[src/rtl/t3_fifo_pkg.sv]
// -----------------------------------------------------------------------------
// t3_fifo_pkg
// Shared constants and types for the t3_fifo show-ahead FIFO.
//   T3_DEPTH / T3_WIDTH : default geometry (entries / data bits per entry)
//   cnt_width()         : width of an occupancy counter able to hold 0..depth
//   T3_CNT_W            : counter width for the default depth
//   fifo_op_e           : per-cycle accepted operation, {push, pop}
// -----------------------------------------------------------------------------
package t3_fifo_pkg;

    localparam int unsigned T3_DEPTH = 32;
    localparam int unsigned T3_WIDTH = 24;

    // The count must represent DEPTH itself, so it needs one bit more
    // than the pointers.
    function automatic int unsigned cnt_width(input int unsigned depth);
        return $clog2(depth) + 1;
    endfunction

    localparam int unsigned T3_CNT_W = cnt_width(T3_DEPTH);

    // Encoding is {push_accepted, pop_accepted} so it can be built by a cast.
    typedef enum logic [1:0] {
        OP_NONE = 2'b00,
        OP_POP  = 2'b01,
        OP_PUSH = 2'b10,
        OP_BOTH = 2'b11
    } fifo_op_e;

endpackage

[src/rtl/t3_fifo_if.sv]
// -----------------------------------------------------------------------------
// t3_fifo_if
// Handshake/data bundle of the t3_fifo.
//   write, read, wdata : requester -> FIFO
//   rdata              : head entry, valid whenever empty = 0
//   full, empty, count : registered occupancy status
// Modports: master (requester side), slave (FIFO side).
// DEPTH/WIDTH must match the parameters of the t3_fifo it is connected to.
// -----------------------------------------------------------------------------
interface t3_fifo_if import t3_fifo_pkg::*; #(
    parameter int unsigned DEPTH = T3_DEPTH,
    parameter int unsigned WIDTH = T3_WIDTH
);

    localparam int unsigned CW = cnt_width(DEPTH);

    logic             write;
    logic             read;
    logic [WIDTH-1:0] wdata;
    logic [WIDTH-1:0] rdata;
    logic             full;
    logic             empty;
    logic [CW-1:0]    count;

    modport master (
        output write, read, wdata,
        input  rdata, full, empty, count
    );

    modport slave (
        input  write, read, wdata,
        output rdata, full, empty, count
    );

endinterface

[src/rtl/t3_fifo_ctrl.sv]
// -----------------------------------------------------------------------------
// t3_fifo_ctrl
// Pointer and occupancy management for t3_fifo.
//   clk, reset        : clock, asynchronous active-low reset
//   write_i, read_i   : push / pop requests
//   we_o              : storage write enable (push accepted this cycle)
//   waddr_o, raddr_o  : tail and head pointers
//   full_o, empty_o   : occupancy flags, decoded from the registered count
//   count_o           : number of stored entries, 0..DEPTH
// DEPTH must be a power of two (>= 2) so pointers wrap by plain overflow.
// -----------------------------------------------------------------------------
module t3_fifo_ctrl import t3_fifo_pkg::*; #(
    parameter  int unsigned DEPTH = T3_DEPTH,
    localparam int unsigned AW    = $clog2(DEPTH),
    localparam int unsigned CW    = cnt_width(DEPTH)
) (
    input  logic          clk,
    input  logic          reset,
    input  logic          write_i,
    input  logic          read_i,
    output logic          we_o,
    output logic [AW-1:0] waddr_o,
    output logic [AW-1:0] raddr_o,
    output logic          full_o,
    output logic          empty_o,
    output logic [CW-1:0] count_o
);

    logic [AW-1:0] wr_ptr_q, wr_ptr_d;
    logic [AW-1:0] rd_ptr_q, rd_ptr_d;
    logic [CW-1:0] count_q,  count_d;

    logic     full_w;
    logic     empty_w;
    logic     pop_ok;
    logic     push_ok;
    fifo_op_e op;

    // Flags come straight from the registered count, so they only move
    // after a clock edge or reset.
    assign full_w  = (count_q == CW'(DEPTH));
    assign empty_w = (count_q == '0);

    // A pop frees a slot in the same cycle, which lets a full FIFO accept
    // a push alongside it (delay-line operation). When full, empty is 0,
    // so read alone guarantees the pop.
    assign pop_ok  = read_i && !empty_w;
    assign push_ok = write_i && (!full_w || pop_ok);
    assign op      = fifo_op_e'({push_ok, pop_ok});

    always_comb begin
        wr_ptr_d = wr_ptr_q;
        rd_ptr_d = rd_ptr_q;
        count_d  = count_q;
        case (op)
            OP_PUSH: begin
                wr_ptr_d = wr_ptr_q + AW'(1);
                count_d  = count_q + CW'(1);
            end
            OP_POP: begin
                rd_ptr_d = rd_ptr_q + AW'(1);
                count_d  = count_q - CW'(1);
            end
            OP_BOTH: begin
                wr_ptr_d = wr_ptr_q + AW'(1);
                rd_ptr_d = rd_ptr_q + AW'(1);
            end
            default: ;
        endcase
    end

    always_ff @(posedge clk or negedge reset) begin
        if (!reset) begin
            wr_ptr_q <= '0;
            rd_ptr_q <= '0;
            count_q  <= '0;
        end else begin
            wr_ptr_q <= wr_ptr_d;
            rd_ptr_q <= rd_ptr_d;
            count_q  <= count_d;
        end
    end

    assign we_o    = push_ok;
    assign waddr_o = wr_ptr_q;
    assign raddr_o = rd_ptr_q;
    assign full_o  = full_w;
    assign empty_o = empty_w;
    assign count_o = count_q;

endmodule

[src/rtl/t3_fifo.sv]
// -----------------------------------------------------------------------------
// t3_fifo
// Single-clock show-ahead FIFO, DEPTH entries of WIDTH bits.
//   clk   : clock, all state changes on its rising edge
//   reset : asynchronous active-low reset (clears pointers and count only)
//   bus   : t3_fifo_if slave -- write/read/wdata in, rdata/full/empty/count out
// The head entry is driven combinationally on rdata so a pop consumes the
// value visible in the same cycle. rdata is meaningless while empty = 1.
// -----------------------------------------------------------------------------
module t3_fifo import t3_fifo_pkg::*; #(
    parameter int unsigned DEPTH = T3_DEPTH,
    parameter int unsigned WIDTH = T3_WIDTH
) (
    input logic        clk,
    input logic        reset,
    t3_fifo_if.slave   bus
);

    localparam int unsigned AW = $clog2(DEPTH);

    logic          we;
    logic [AW-1:0] waddr;
    logic [AW-1:0] raddr;

    // Storage is deliberately not reset: entries are only reachable
    // through the head pointer after being written, so stale data never
    // surfaces through a valid pop.
    logic [WIDTH-1:0] mem_q [DEPTH];

    t3_fifo_ctrl #(
        .DEPTH (DEPTH)
    ) u_ctrl (
        .clk     (clk),
        .reset   (reset),
        .write_i (bus.write),
        .read_i  (bus.read),
        .we_o    (we),
        .waddr_o (waddr),
        .raddr_o (raddr),
        .full_o  (bus.full),
        .empty_o (bus.empty),
        .count_o (bus.count)
    );

    always_ff @(posedge clk) begin
        if (we) begin
            mem_q[waddr] <= bus.wdata;
        end
    end

    // Asynchronous read of the head entry gives the show-ahead behaviour;
    // this maps to distributed rather than block RAM.
    assign bus.rdata = mem_q[raddr];

endmodule

[src/flat_wrapper.sv]
// flat-port wrapper written by rule: the top's interface ports become plain ports
module t3_fifo_flat import t3_fifo_pkg::*;
#(
    parameter int unsigned DEPTH = T3_DEPTH,
    parameter int unsigned WIDTH = T3_WIDTH
)
  (clk, reset, bus_write, bus_read, bus_wdata, bus_rdata, bus_full, bus_empty, bus_count);
  t3_fifo_if #(.DEPTH(DEPTH), .WIDTH(WIDTH)) bus_i ();
  input logic clk;
  input logic reset;
  input wire logic [$bits(bus_i.write)-1:0] bus_write;
  input wire logic [$bits(bus_i.read)-1:0] bus_read;
  input wire logic [$bits(bus_i.wdata)-1:0] bus_wdata;
  output wire logic [$bits(bus_i.rdata)-1:0] bus_rdata;
  output wire logic [$bits(bus_i.full)-1:0] bus_full;
  output wire logic [$bits(bus_i.empty)-1:0] bus_empty;
  output wire logic [$bits(bus_i.count)-1:0] bus_count;
  assign bus_i.write = bus_write;
  assign bus_i.read = bus_read;
  assign bus_i.wdata = bus_wdata;
  assign bus_rdata = bus_i.rdata;
  assign bus_full = bus_i.full;
  assign bus_empty = bus_i.empty;
  assign bus_count = bus_i.count;
  t3_fifo #(.DEPTH(DEPTH), .WIDTH(WIDTH)) u_core (.clk(clk), .reset(reset), .bus(bus_i));
endmodule
[config.mk]
export PLATFORM = sky130hd
export DESIGN_NAME = t3_fifo_flat
export DESIGN_NICKNAME = d
export VERILOG_FILES = /design/src/rtl/t3_fifo_pkg.sv /design/src/rtl/t3_fifo_if.sv /design/src/rtl/t3_fifo_ctrl.sv /design/src/rtl/t3_fifo.sv /design/src/flat_wrapper.sv
export SDC_FILE = /design/constraint.sdc
export NUM_CORES = 1
export LEC_CHECK = 0
export BUFFER_PORTS_ARGS = -buffer_cell sky130_fd_sc_hd__buf_4
export CELL_PAD_IN_SITES_DETAIL_PLACEMENT = 0
export CELL_PAD_IN_SITES_GLOBAL_PLACEMENT = 1
export CORE_UTILIZATION = 25
export CTS_CLUSTER_DIAMETER = 200
export CTS_CLUSTER_SIZE = 12
export DETAILED_ROUTE_END_ITERATION = 7
export PLACE_DENSITY = 0.44
export SYNTH_ARGS = -nofsm -noshare
export SYNTH_HDL_FRONTEND = slang
export SYNTH_SLANG_ARGS = --single-unit
[constraint.sdc]
create_clock -name clk -period 8.5 [get_ports clk]
set_input_delay 0.425 -clock clk [delete_from_list [all_inputs] [get_ports clk]]
set_output_delay 0.425 -clock clk [all_outputs]
set_load 0.05 [all_outputs]
==> flow_summary.toml <==
[floorplan]
initial_core_util_pct = 25.3
rows = 127
die_width_um = 350
die_area_um2 = 123000
io_pins = 60
die_y_um = 350
core_area_um2 = 120000

[sta]
rsz0062_at_grt = "false"
period_needed_ns = 5.07
max_freq_mhz = 197
final.period_utilization_pct = 59.6
clock_skew_ns = 0.0250
drv_slew = 0
worstMarginPinSlew_ns = 0.921
tns_ns = 0
hold_viol = 0
setup_violations = 0
setup_ws_ns = 3.43
whs_ns = 0.130
slew_headroom_pct = 38.4

[yosys]
syn_area_um2 = 30300
ys_warn_count = 0
syn_nets = 1474
synth-async-reset-ratio_pct = 2.04
ys_seq_area_share_pct = 77.3
ys_ff_latch = 784
ys_types = 39
synth-edff-count = 768
postSynthCellCount = 1436
synth_ff_type = "edfxtp_1"
avgSynthCellArea_um2 = 21.1

[clock_tree]
cts_setup_buffers = 0
cts.htree.levels = 3
clock-sinks = 784
clk_path_buf_depth = 3
clkTransAtPathRegs_ns = 0.08
clk_latency_ns = 0.63
cts_made_buffers = 75
cts_tree = "built"
cts-root-buf = "clkbuf_16"

[place]
dp.cells = 3075
dp_hpwl_um = 45700
gp_congestion = 0.693
io_buffers = 59
dp_slack_ns = 3.96

[finish]
final_cells = 3175
seqCellArea_um2 = 23500
finish.net_count = 1579
n_fill_cell = 11789
drive_above_1_share_pct = 24.6
area_delta_synth_final_pct = 15.6
final_common_cell = "edfxtp_1"
mostFrequentLayoutCells = "768 x edfxtp_1, 146 x mux4_2, 142 x mux2i_1"
postLayoutCoreUtil_pct = 29.2
multi_input_area_um2 = 6700

[critical_path]
worst_ep_required_time_ns = 8.08
cp_common_cell = "buf_4"
crit_path_max_fanout = 44
crit_slowest_cell = "dfrtp_4"
crit_chain = "buf_4, buf_4, mux4_2, mux2i_1, nor2_1, a2111oi_0, nor2_1, buf_4"
end_kind = "output port"
cp_top_family = "buffers and inverters"
critPathKind = "flop to output port"
critPathArrivalTime_ns = 4.64
cp-start-kind = "flop"
slowest_delay_ns = 0.81
worst-path-buf-inv = 3

[global_route]
grt_pass1_vias = 15116
grt_usage_pct = 14.1
grt_pass1_wl_um = 121000
antenna_found_initial = 8
globalRouteOverflowTotal = 0
grt_max_degree = 95

[worst_hold_path]
hold_class = "primary input to flop"

[route]
ant_nets = 0
vias = 14453
drt-vias-per-instance = 4.55
first_pass_iters = 5
wire_per_inst_um = 27.1
drt_iter0_drc = 1104
route.detailed.drc = 0
wl_um = 86100

[power_and_ir_drop]
pwr_density_cell_nw_per_um2 = 328
p_leak_uw = 0.0109
irDropWorstVdd_mv = 0.218

[run]
cap_violations = 0

[status]
status = "finished, final reports clean"
[report_power, final]
group	total, µW	internal (µW)	switching (µW)	leakage, µW
clock	3020	1620	1400	0.000990
sequential	4770	4510	256	0.00710
combinational	3730	1380	2350	0.00284
[sequential cells by signal, indices dropped and copies added (netlist names)]
register	count
u_core.u_ctrl.waddr_o	5
u_core.mem_q	768
u_core.u_ctrl.raddr_o	5
u_core.u_ctrl.count_o	6
[cell usage after synthesis (4+ instances only)]
library cell  instances  area share [%]
edfxtp_1            768              76
mux4_2              146              11
mux2i_1             142             4.7
nor2_1              105             1.3
clkbuf_1             36            0.45
a2111oi_0            24            0.69
a211oi_1             24            0.59
o22ai_1              24            0.49
o221ai_1             23            0.66
buf_4                19            0.47
dfrtp_1              16             1.3
nand2_1              14            0.17
buf_2                11            0.18
xnor2_1              11            0.32
buf_1                10            0.12
inv_1                10            0.12
ha_1                  9            0.37
a21oi_1               5           0.082
mux2_2                4            0.15
nand3b_1              4           0.099
o21ai_0               4           0.066
[worst paths after layout]
check                                         startpoint                  endpoint  slack [ns]  cells after the start
max in group asynchronous                          reset  u_core.u_ctrl.raddr_o[1]        8.03                      2
worst max-delay path            u_core.u_ctrl.raddr_o[1]             bus_rdata[11]        3.43                      8
worst min register to register  u_core.u_ctrl.waddr_o[1]  u_core.u_ctrl.waddr_o[3]        0.59                      2
worst min-delay path                           bus_write  u_core.u_ctrl.count_o[5]        0.13                      3
min in group asynchronous                          reset  u_core.u_ctrl.count_o[2]        0.20                      2
worst max register to register  u_core.u_ctrl.count_o[0]       u_core.mem_q[7][18]        5.12                      5
[cell type report]
class / count / share of cell area (%)
Timing Repair Buffer: 107 / 2.37
Inverter: 10 / 0.107
Clock inverter: 6 / 0.203
Sequential cell: 784 / 66.9
Antenna cell: 1 / 0.00713
Clock buffer: 92 / 5.59
Tap cell: 1612 / 5.75
Multi-Input combinational cell: 563 / 19.1
[layer usage]
layer | vias up | part of all wire, % | track usage, %
met3 | 79 | 4.1 | 2.30
met2 | 278 | 49 | 23.7
met4 | 6 | 1.6 | 3.48
met1 | 7930 | 45 | 19.0
li1 | 6160 | - | -
met5 | - | 0.062 | 0
[metrics by stage]
| step | area (µm²) | total power [µW] |
|---|---|---|
| after floorplan | 30300 | 7310 |
| after CTS | 35100 | 11800 |
| after detailed placement | 33100 | 8730 |
| final | 35100 | 11500 |
| after global placement | 33100 | 8700 |
| after global routing | 35100 | 12100 |
[logic make-up (layout without fill, tap and decap cells)]
group                    Yosys count  after routing  synth area share (%)
buffers and inverters             89            215                  1.46
XOR/XNOR                          11             11                 0.317
multiplexers                     292            292                  15.7
AND/OR/NAND/NOR                  137            137                  1.88
adder cells (fa/ha/maj)           10             10                 0.437
AO/OA/AOI/OAI                    113            113                  2.93
other                              0              1                     0
flip-flops                       784            784                  77.3
[worst register-to-register path, cell delays in order, from the launching register on]
cell and delay (ns):
dfrtp_1 0.46, or4_4 0.21, o41a_1 0.35, nand2_1 0.62
nor2_4 0.90, buf_4 0.46
[timing repair]
item / 4_1_cts / 5_1_grt
hold buffers: 1 / 0
gates resized for setup: 0 / 0
hold endpoints to repair: 16 / 0
Note: power is estimated with default switching activity, not from simulation.
